===== src/rtl/spi_cmd_sequencer_pkg.sv =====
// Shared types and constants for the SPI command front-end.
package spi_pkg;

    localparam logic [7:0] FILL_ADDR = 8'hFF;
    localparam int         MEM_WORDS = 32;

    typedef struct packed {
        logic       wr;
        logic [7:0] addr;
        logic [7:0] data;
    } cmd_t;

    typedef struct packed {
        logic       wr;
        logic [7:0] rdata;
        logic       err;
    } rsp_t;

    typedef enum logic {
        FILL   = 1'b0,
        ACTIVE = 1'b1
    } seq_state_t;

    // Out-of-range read: the master answers with its error path and touches nothing.
    localparam cmd_t FILLER_CMD = '{wr: 1'b0, addr: FILL_ADDR, data: 8'h00};

endpackage


===== src/rtl/spi_cmd_sequencer_fifo.sv =====
// Synchronous FIFO with read/write pointers and an occupancy count.
module sync_fifo #(
    parameter type T     = logic [7:0],
    parameter int  DEPTH = 4
) (
    input  logic                       clk,
    input  logic                       rst,
    input  logic                       push,
    input  T                           din,
    input  logic                       pop,
    output T                           dout,
    output logic [$clog2(DEPTH+1)-1:0] count
);

    localparam int AW = $clog2(DEPTH);
    localparam int CW = $clog2(DEPTH+1);

    T               mem [DEPTH];
    logic [AW-1:0]  wr_ptr;
    logic [AW-1:0]  rd_ptr;
    logic           full;
    logic           empty;
    logic           do_push;
    logic           do_pop;

    assign full    = (count == CW'(DEPTH));
    assign empty   = (count == '0);
    assign do_pop  = pop && !empty;
    // A full FIFO still accepts a push when a pop frees the slot on the same edge.
    assign do_push = push && (!full || do_pop);
    assign dout    = mem[rd_ptr];

    always_ff @(posedge clk) begin
        if (do_push) begin
            mem[wr_ptr] <= din;
        end
    end

    always_ff @(posedge clk) begin
        if (rst) begin
            wr_ptr <= '0;
            rd_ptr <= '0;
            count  <= '0;
        end else begin
            if (do_push) begin
                wr_ptr <= wr_ptr + 1'b1;
            end
            if (do_pop) begin
                rd_ptr <= rd_ptr + 1'b1;
            end
            count <= count + CW'(do_push) - CW'(do_pop);
        end
    end

endmodule


===== src/rtl/spi_cmd_sequencer.sv =====
// Queues commands for the free-running SPI master and returns responses in order.
//   state  | meaning
//   FILL   | filler command in flight, its completion is discarded
//   ACTIVE | real command in flight, its completion becomes a response
module spi_cmd_sequencer
    import spi_pkg::*;
#(
    parameter int CMD_DEPTH = 4,
    parameter int RSP_DEPTH = 4
) (
    input  logic       clk,
    input  logic       rst,
    input  logic       cmd_valid,
    output logic       cmd_ready,
    input  logic       cmd_wr,
    input  logic [7:0] cmd_addr,
    input  logic [7:0] cmd_wdata,
    output logic       rsp_valid,
    input  logic       rsp_ready,
    output logic [7:0] rsp_rdata,
    output logic       rsp_err,
    output logic       rsp_wr,
    output logic       spi_wr,
    output logic [7:0] spi_addr,
    output logic [7:0] spi_din,
    input  logic [7:0] spi_dout,
    input  logic       spi_done,
    input  logic       spi_err,
    output logic       busy
);

    localparam int CCW = $clog2(CMD_DEPTH+1);
    localparam int RCW = $clog2(RSP_DEPTH+1);

    seq_state_t     state;
    cmd_t           spi_cmd;
    cmd_t           cmd_in;
    cmd_t           cmd_head;
    rsp_t           rsp_in;
    rsp_t           rsp_head;
    logic [CCW-1:0] cmd_count;
    logic [RCW-1:0] rsp_count;
    logic [RCW:0]   rsp_next_occ;
    logic           cmd_push;
    logic           cmd_pop;
    logic           rsp_push;
    logic           rsp_pop;
    logic           rsp_room;

    assign cmd_ready = (cmd_count != CCW'(CMD_DEPTH));
    assign cmd_push  = cmd_valid && cmd_ready;
    assign cmd_in    = '{wr: cmd_wr, addr: cmd_addr, data: cmd_wdata};

    assign rsp_valid = (rsp_count != '0);
    assign rsp_pop   = rsp_ready && rsp_valid;
    assign rsp_push  = spi_done && (state == ACTIVE);
    assign rsp_in    = '{wr: spi_cmd.wr, rdata: (spi_cmd.wr ? 8'h00 : spi_dout), err: spi_err};

    // Launch only if the response this command will produce is guaranteed a slot.
    assign rsp_next_occ = {1'b0, rsp_count} + (RCW+1)'(rsp_push) - (RCW+1)'(rsp_pop);
    assign rsp_room     = (rsp_next_occ < (RCW+1)'(RSP_DEPTH));
    assign cmd_pop      = spi_done && (cmd_count != '0) && rsp_room;

    assign rsp_wr    = rsp_head.wr;
    assign rsp_rdata = rsp_head.rdata;
    assign rsp_err   = rsp_head.err;

    assign spi_wr   = spi_cmd.wr;
    assign spi_addr = spi_cmd.addr;
    assign spi_din  = spi_cmd.data;

    assign busy = (state == ACTIVE) || (cmd_count != '0);

    sync_fifo #(.T(cmd_t), .DEPTH(CMD_DEPTH)) u_cmd_fifo (
        .clk   (clk),
        .rst   (rst),
        .push  (cmd_push),
        .din   (cmd_in),
        .pop   (cmd_pop),
        .dout  (cmd_head),
        .count (cmd_count)
    );

    sync_fifo #(.T(rsp_t), .DEPTH(RSP_DEPTH)) u_rsp_fifo (
        .clk   (clk),
        .rst   (rst),
        .push  (rsp_push),
        .din   (rsp_in),
        .pop   (rsp_pop),
        .dout  (rsp_head),
        .count (rsp_count)
    );

    // The master is idle on the done edge, so the command may change only then.
    always_ff @(posedge clk) begin
        if (rst) begin
            state   <= FILL;
            spi_cmd <= FILLER_CMD;
        end else if (spi_done) begin
            if (cmd_pop) begin
                state   <= ACTIVE;
                spi_cmd <= cmd_head;
            end else begin
                state   <= FILL;
                spi_cmd <= FILLER_CMD;
            end
        end
    end

endmodule


===== config.mk =====
export PLATFORM = sky130hd
export DESIGN_NAME = spi_cmd_sequencer
export DESIGN_NICKNAME = d
export VERILOG_FILES = /design/src/rtl/spi_cmd_sequencer_pkg.sv /design/src/rtl/spi_cmd_sequencer_fifo.sv /design/src/rtl/spi_cmd_sequencer.sv
export SDC_FILE = /design/constraint.sdc
export NUM_CORES = 1
export LEC_CHECK = 0
export ABC_AREA = 0
export BUFFER_PORTS_ARGS = -buffer_cell sky130_fd_sc_hd__buf_2
export CAP_MARGIN = 40
export CORE_UTILIZATION = 55
export CTS_CLUSTER_SIZE = 28
export DETAILED_ROUTE_END_ITERATION = 6
export GPL_TIMING_DRIVEN = 0
export PLACE_DENSITY = 0.76
export RECOVER_POWER = 25
export SLEW_MARGIN = 15
export SYNTH_ARGS = -nofsm -noshare
export SYNTH_HDL_FRONTEND = slang
export SYNTH_SLANG_ARGS = --single-unit

===== constraint.sdc =====
create_clock -name clk -period 6.55 [get_ports clk]
set_input_delay 0.9825 -clock clk [delete_from_list [all_inputs] [get_ports clk]]
set_output_delay 0.9825 -clock clk [all_outputs]
set_load 0.005 [all_outputs]

==> parameters.txt <==
Parameter                              Value

Status
  Outcome ... complete, no violations

Setup path
  Crit. Startpoint ... rsp_ready
  Worst setup endpoint ... u_cmd_fifo.count[1]
  Worst-case register-to-register setup slack ... 3110 ps
  Reg-to-Reg End ... u_cmd_fifo.count[1]
  Critical path data required time ... 6930 ps
  Worst path slowest cell ... sky130_fd_sc_hd__or4_4
  Cell-by-cell trace of the critical path ... buf_2, o31a_1, ha_1, inv_1, ha_1, and4b_1, or4_4, a21o_1, buf_6, inv_2, ha_1, inv_1, ha_1, fa_1, nor2b_1
  Arr. time, crit path ... 3890 ps
  CP Capture Type ... flip-flop
  WS Path Type ... in2reg
  Worst-case reg-to-reg path depth ... 14
  Max Fanout on Critical Path ... 10
  Maximum single-stage delay on the critical path ... 520 ps
  Crit path top cell by count ... sky130_fd_sc_hd__ha_1
  Critical R2R Launch ... u_rsp_fifo.count[1]
  Kind of start point of the critical path ... primary input

Synth
  Post-synthesis instance total ... 299
  Sequential-to-total area share from yosys stat ... 72.0%
  Net Count, Synth ... 346
  Distinct cell type count of the synthesized netlist ... 34
  Syn Area/Cell ... 18.4 µm²
  Synthesis Warnings ... 0
  Synthesized cell area ... 5510 µm²
  Number of register bits inferred by synthesis ... 144

Floorplanning
  I/O pin count ... 61
  Cell Rows ... 36
  Overall die area ... 10400 µm²
  Die width ... 102 µm
  Starting Density ... 56.6%
  Die Y ... 102 µm
  Placeable core region ... 9730 µm²

Min path
  Hold Path Class ... reg2reg
  Hold Path Cell Cnt ... 1

STA
  Period utilisation layout ... 53.5%
  Slew at the pin with the worst max-slew slack ... 783 ps
  RSZ-0062 raised after global routing ... no
  Max Clk Rate ... 286 MHz
  Max_slew headroom ... 47.6%
  Setup violators final ... 0
  Final critical-path required period ... 3500 ps
  Number of hold violations in the final report ... 0
  Sum Neg Setup Slack ... 0 ps
  Clock skew ... 6.01 ps
  Final Max Tran Viols ... 0

Layout
  Count of nets after finishing ... 429
  Area taken by flip-flops and latches ... 3960 µm²
  Fin area ... 6520 µm²
  Final cell count without fillers ... 528
  Filler instances ... 677
  Number of antenna diodes ... 0
  Proportion of layout cells with a drive suffix above 1 ... 29.1%
  P&R area growth vs syn ... 18.4%
  Multi-input gate area in the final layout ... 1440 µm²

Place
  Post-placement cell count ... 496
  Routability congestion estimate from global placement ... 0.715
  DP HPWL ... 5.97 mm
  Area post-placement ... 6030 µm²
  Number of input and output port buffers inserted ... 60

Routing
  Per-cell via count in the routed design ... 5.31
  Final antenna-violating net count ... 0
  Number of design-rule violations left by the first detailed-router iteration ... 71
  Number of vias after detailed routing ... 2806
  Residual DRC ... 0
  Routed wire length ... 9.23 mm
  First drt pass iteration count ... 4
  Avg WL per Cell ... 17.5 µm

Clock network
  CTS sink cnt ... 144
  CTS Root Buffer Type ... sky130_fd_sc_hd__clkbuf_8
  Post-CTS Setup Inserts ... 0
  Clk_lat worst skew ... 520 ps
  Maximum clock path buffer count ... 2
  Hold bufs inserted after CTS ... 0
  Number of gates resized after cts ... 0
  CTS clock-pin slew for the worst setup and hold paths ... 60 ps
  H-tree depth reported by CTS ... 4
  CTS tree ... yes
  Num CTS Buffers ... 17

Global route
  Number of antenna violations at the first check in global routing ... 0
  Remaining Overflow, GRT ... 0
  Total routing resource utilization after global routing ... 20.1%
  Wire length of the first global-routing pass ... 14.9 mm
  Maximum number of pins on one net before global-route repair ... 17
  Via count of the first global-routing pass ... 2971

Pwr
  Power per unit of standard cell area ... 387 nW/µm²
  Static leakage power ... 2.27 nW
  Worst vdd rail ir drop ... 0.232 mV
  Total power after layout ... 2.52 mW

Run
  Max-cap violations ... 0
-- cell type report --
type / instances / share of cell area [%]
clock buffer: 18 / 6.41
timing repair buffer: 64 / 5.18
buffer: 11 / 0.806
multi-input combinational: 129 / 22.0
tap: 133 / 2.55
sequential: 144 / 60.8
clock inverter: 14 / 1.42
inverter: 15 / 0.863
-- cells in the mapped netlist (all sizes together) --
library cell  count  area (µm²)
ha               14         175
dfxtp            36         721
or2               2        12.5
nand2b            1        6.26
a211oi            1        20.0
fa                2        40.0
xor2              2        17.5
or4               1        11.3
mux4             27         608
nor2             15        56.3
nand2             4        15.0
and2              8        50.1
edfxtp          108        3240
inv              15        56.3
or3               1        6.26
o211ai            1        7.51
mux2              3        33.8
xnor2             6        52.6
a22o              9        78.8
nand3             2        10.0
clkbuf            3        11.3
a21oi             2        10.0
and4b             1        10.0
a21boi            1        7.51
o32a              8        80.1
nor2b            13        81.3
a21o              1        7.51
mux2i             2        20.0
buf               8        41.3
o31a              1        8.76
nor4b             1        8.76
-- metrics by stage --
step	hold WS, ps	utilization [%]	worst slack [ps]
after detailed placement	459	62.0	2520
after floorplan	467	-	2820
after CTS	473	67.3	3040
final	470	67.0	3050
after global routing	500	67.0	2870
after global placement	448	61.4	2600
-- kinds of logic (layout without fill, tap and decap cells) --
family	Yosys count	count (layout)	share of synthesized area (%)
DFF	144	144	72.0
and+or+nand+nor	49	49	4.86
muxes	32	32	12.0
buffers and inverters	26	122	1.98
AOI/OAI and AO/OA	24	24	4.00
adders and majority gates	16	16	3.91
xor gates and xnor gates	8	8	1.27
-- critical path: cells and delay by family --
family	cells	cell delay [ps]
AOI/OAI and AO/OA	2	380
adders and majority gates	5	1280
buffers and inverters	5	410
and+or+nand+nor	3	830
-- power by group --
group | switching (mW) | internal [mW]
sequential | 0.0517 | 1.10
clock | 0.359 | 0.462
combinational | 0.272 | 0.282
-- routing by layer --
| layer | global-route usage (%) | vias to the layer above | share of wire [%] |
|---|---|---|---|
| met4 | 7.03 | 0 | 1.6 |
| li1 | - | 1325 | - |
| met5 | 0 | - | 0 |
| met2 | 33.4 | 67 | 51 |
| met1 | 24.6 | 1403 | 43 |
| met3 | 6.91 | 11 | 4.4 |
-- how the worst min path moves through the flow --
stage | startpoint | to | slack, ps
6_report | spi_addr[6] | spi_addr[6] | 470
5_1_grt | spi_addr[3] | spi_addr[3] | 500
4_1_cts | spi_addr[6] | spi_addr[6] | 470
3_5_place_dp | spi_addr[6] | spi_addr[6] | 460
3_3_place_gp | spi_addr[4] | spi_addr[4] | 450
2_1_floorplan | state | state | 470
-- cell usage in the layout (no fill, tap or decap), types with 2 or more instances in the layout --
cell type | synthesis | layout
sky130_fd_sc_hd__edfxtp_1 | 108 | 108
sky130_fd_sc_hd__clkbuf_1 | 3 | 22
sky130_fd_sc_hd__buf_2 | 3 | 45
sky130_fd_sc_hd__dfxtp_1 | 36 | 36
sky130_fd_sc_hd__nand2_1 | 4 | 4
sky130_fd_sc_hd__ha_1 | 14 | 14
sky130_fd_sc_hd__nor2b_1 | 13 | 13
sky130_fd_sc_hd__clkbuf_16 | 0 | 16
sky130_fd_sc_hd__inv_6 | 0 | 3
sky130_fd_sc_hd__buf_8 | 0 | 4
sky130_fd_sc_hd__clkinv_2 | 0 | 5
sky130_fd_sc_hd__a22o_1 | 9 | 9
sky130_fd_sc_hd__xnor2_1 | 6 | 6
sky130_fd_sc_hd__buf_1 | 4 | 4
sky130_fd_sc_hd__mux2i_1 | 2 | 2
sky130_fd_sc_hd__a21oi_1 | 2 | 2
sky130_fd_sc_hd__nor2_1 | 15 | 15
sky130_fd_sc_hd__and2_1 | 8 | 8
sky130_fd_sc_hd__mux2_2 | 3 | 3
sky130_fd_sc_hd__clkinvlp_4 | 0 | 5
sky130_fd_sc_hd__or2_2 | 2 | 2
sky130_fd_sc_hd__o32a_1 | 8 | 8
sky130_fd_sc_hd__inv_1 | 14 | 14
sky130_fd_sc_hd__fa_1 | 2 | 2
sky130_fd_sc_hd__nand3_1 | 2 | 2
sky130_fd_sc_hd__mux4_2 | 27 | 27
sky130_fd_sc_hd__xor2_1 | 2 | 2
-- flip-flops by register name, summed over array words and instances (netlist names), named ones only --
signal / flops
u_cmd_fifo.wr_ptr: 2
u_rsp_fifo.mem: 40
u_cmd_fifo.count: 3
state: 1
u_rsp_fifo.rd_ptr: 2
u_rsp_fifo.wr_ptr: 2
u_cmd_fifo.mem: 68
spi_wr: 1
u_rsp_fifo.count: 3
spi_din: 8
u_cmd_fifo.rd_ptr: 2
spi_addr: 8
Note: power is estimated with default switching activity, not from simulation.
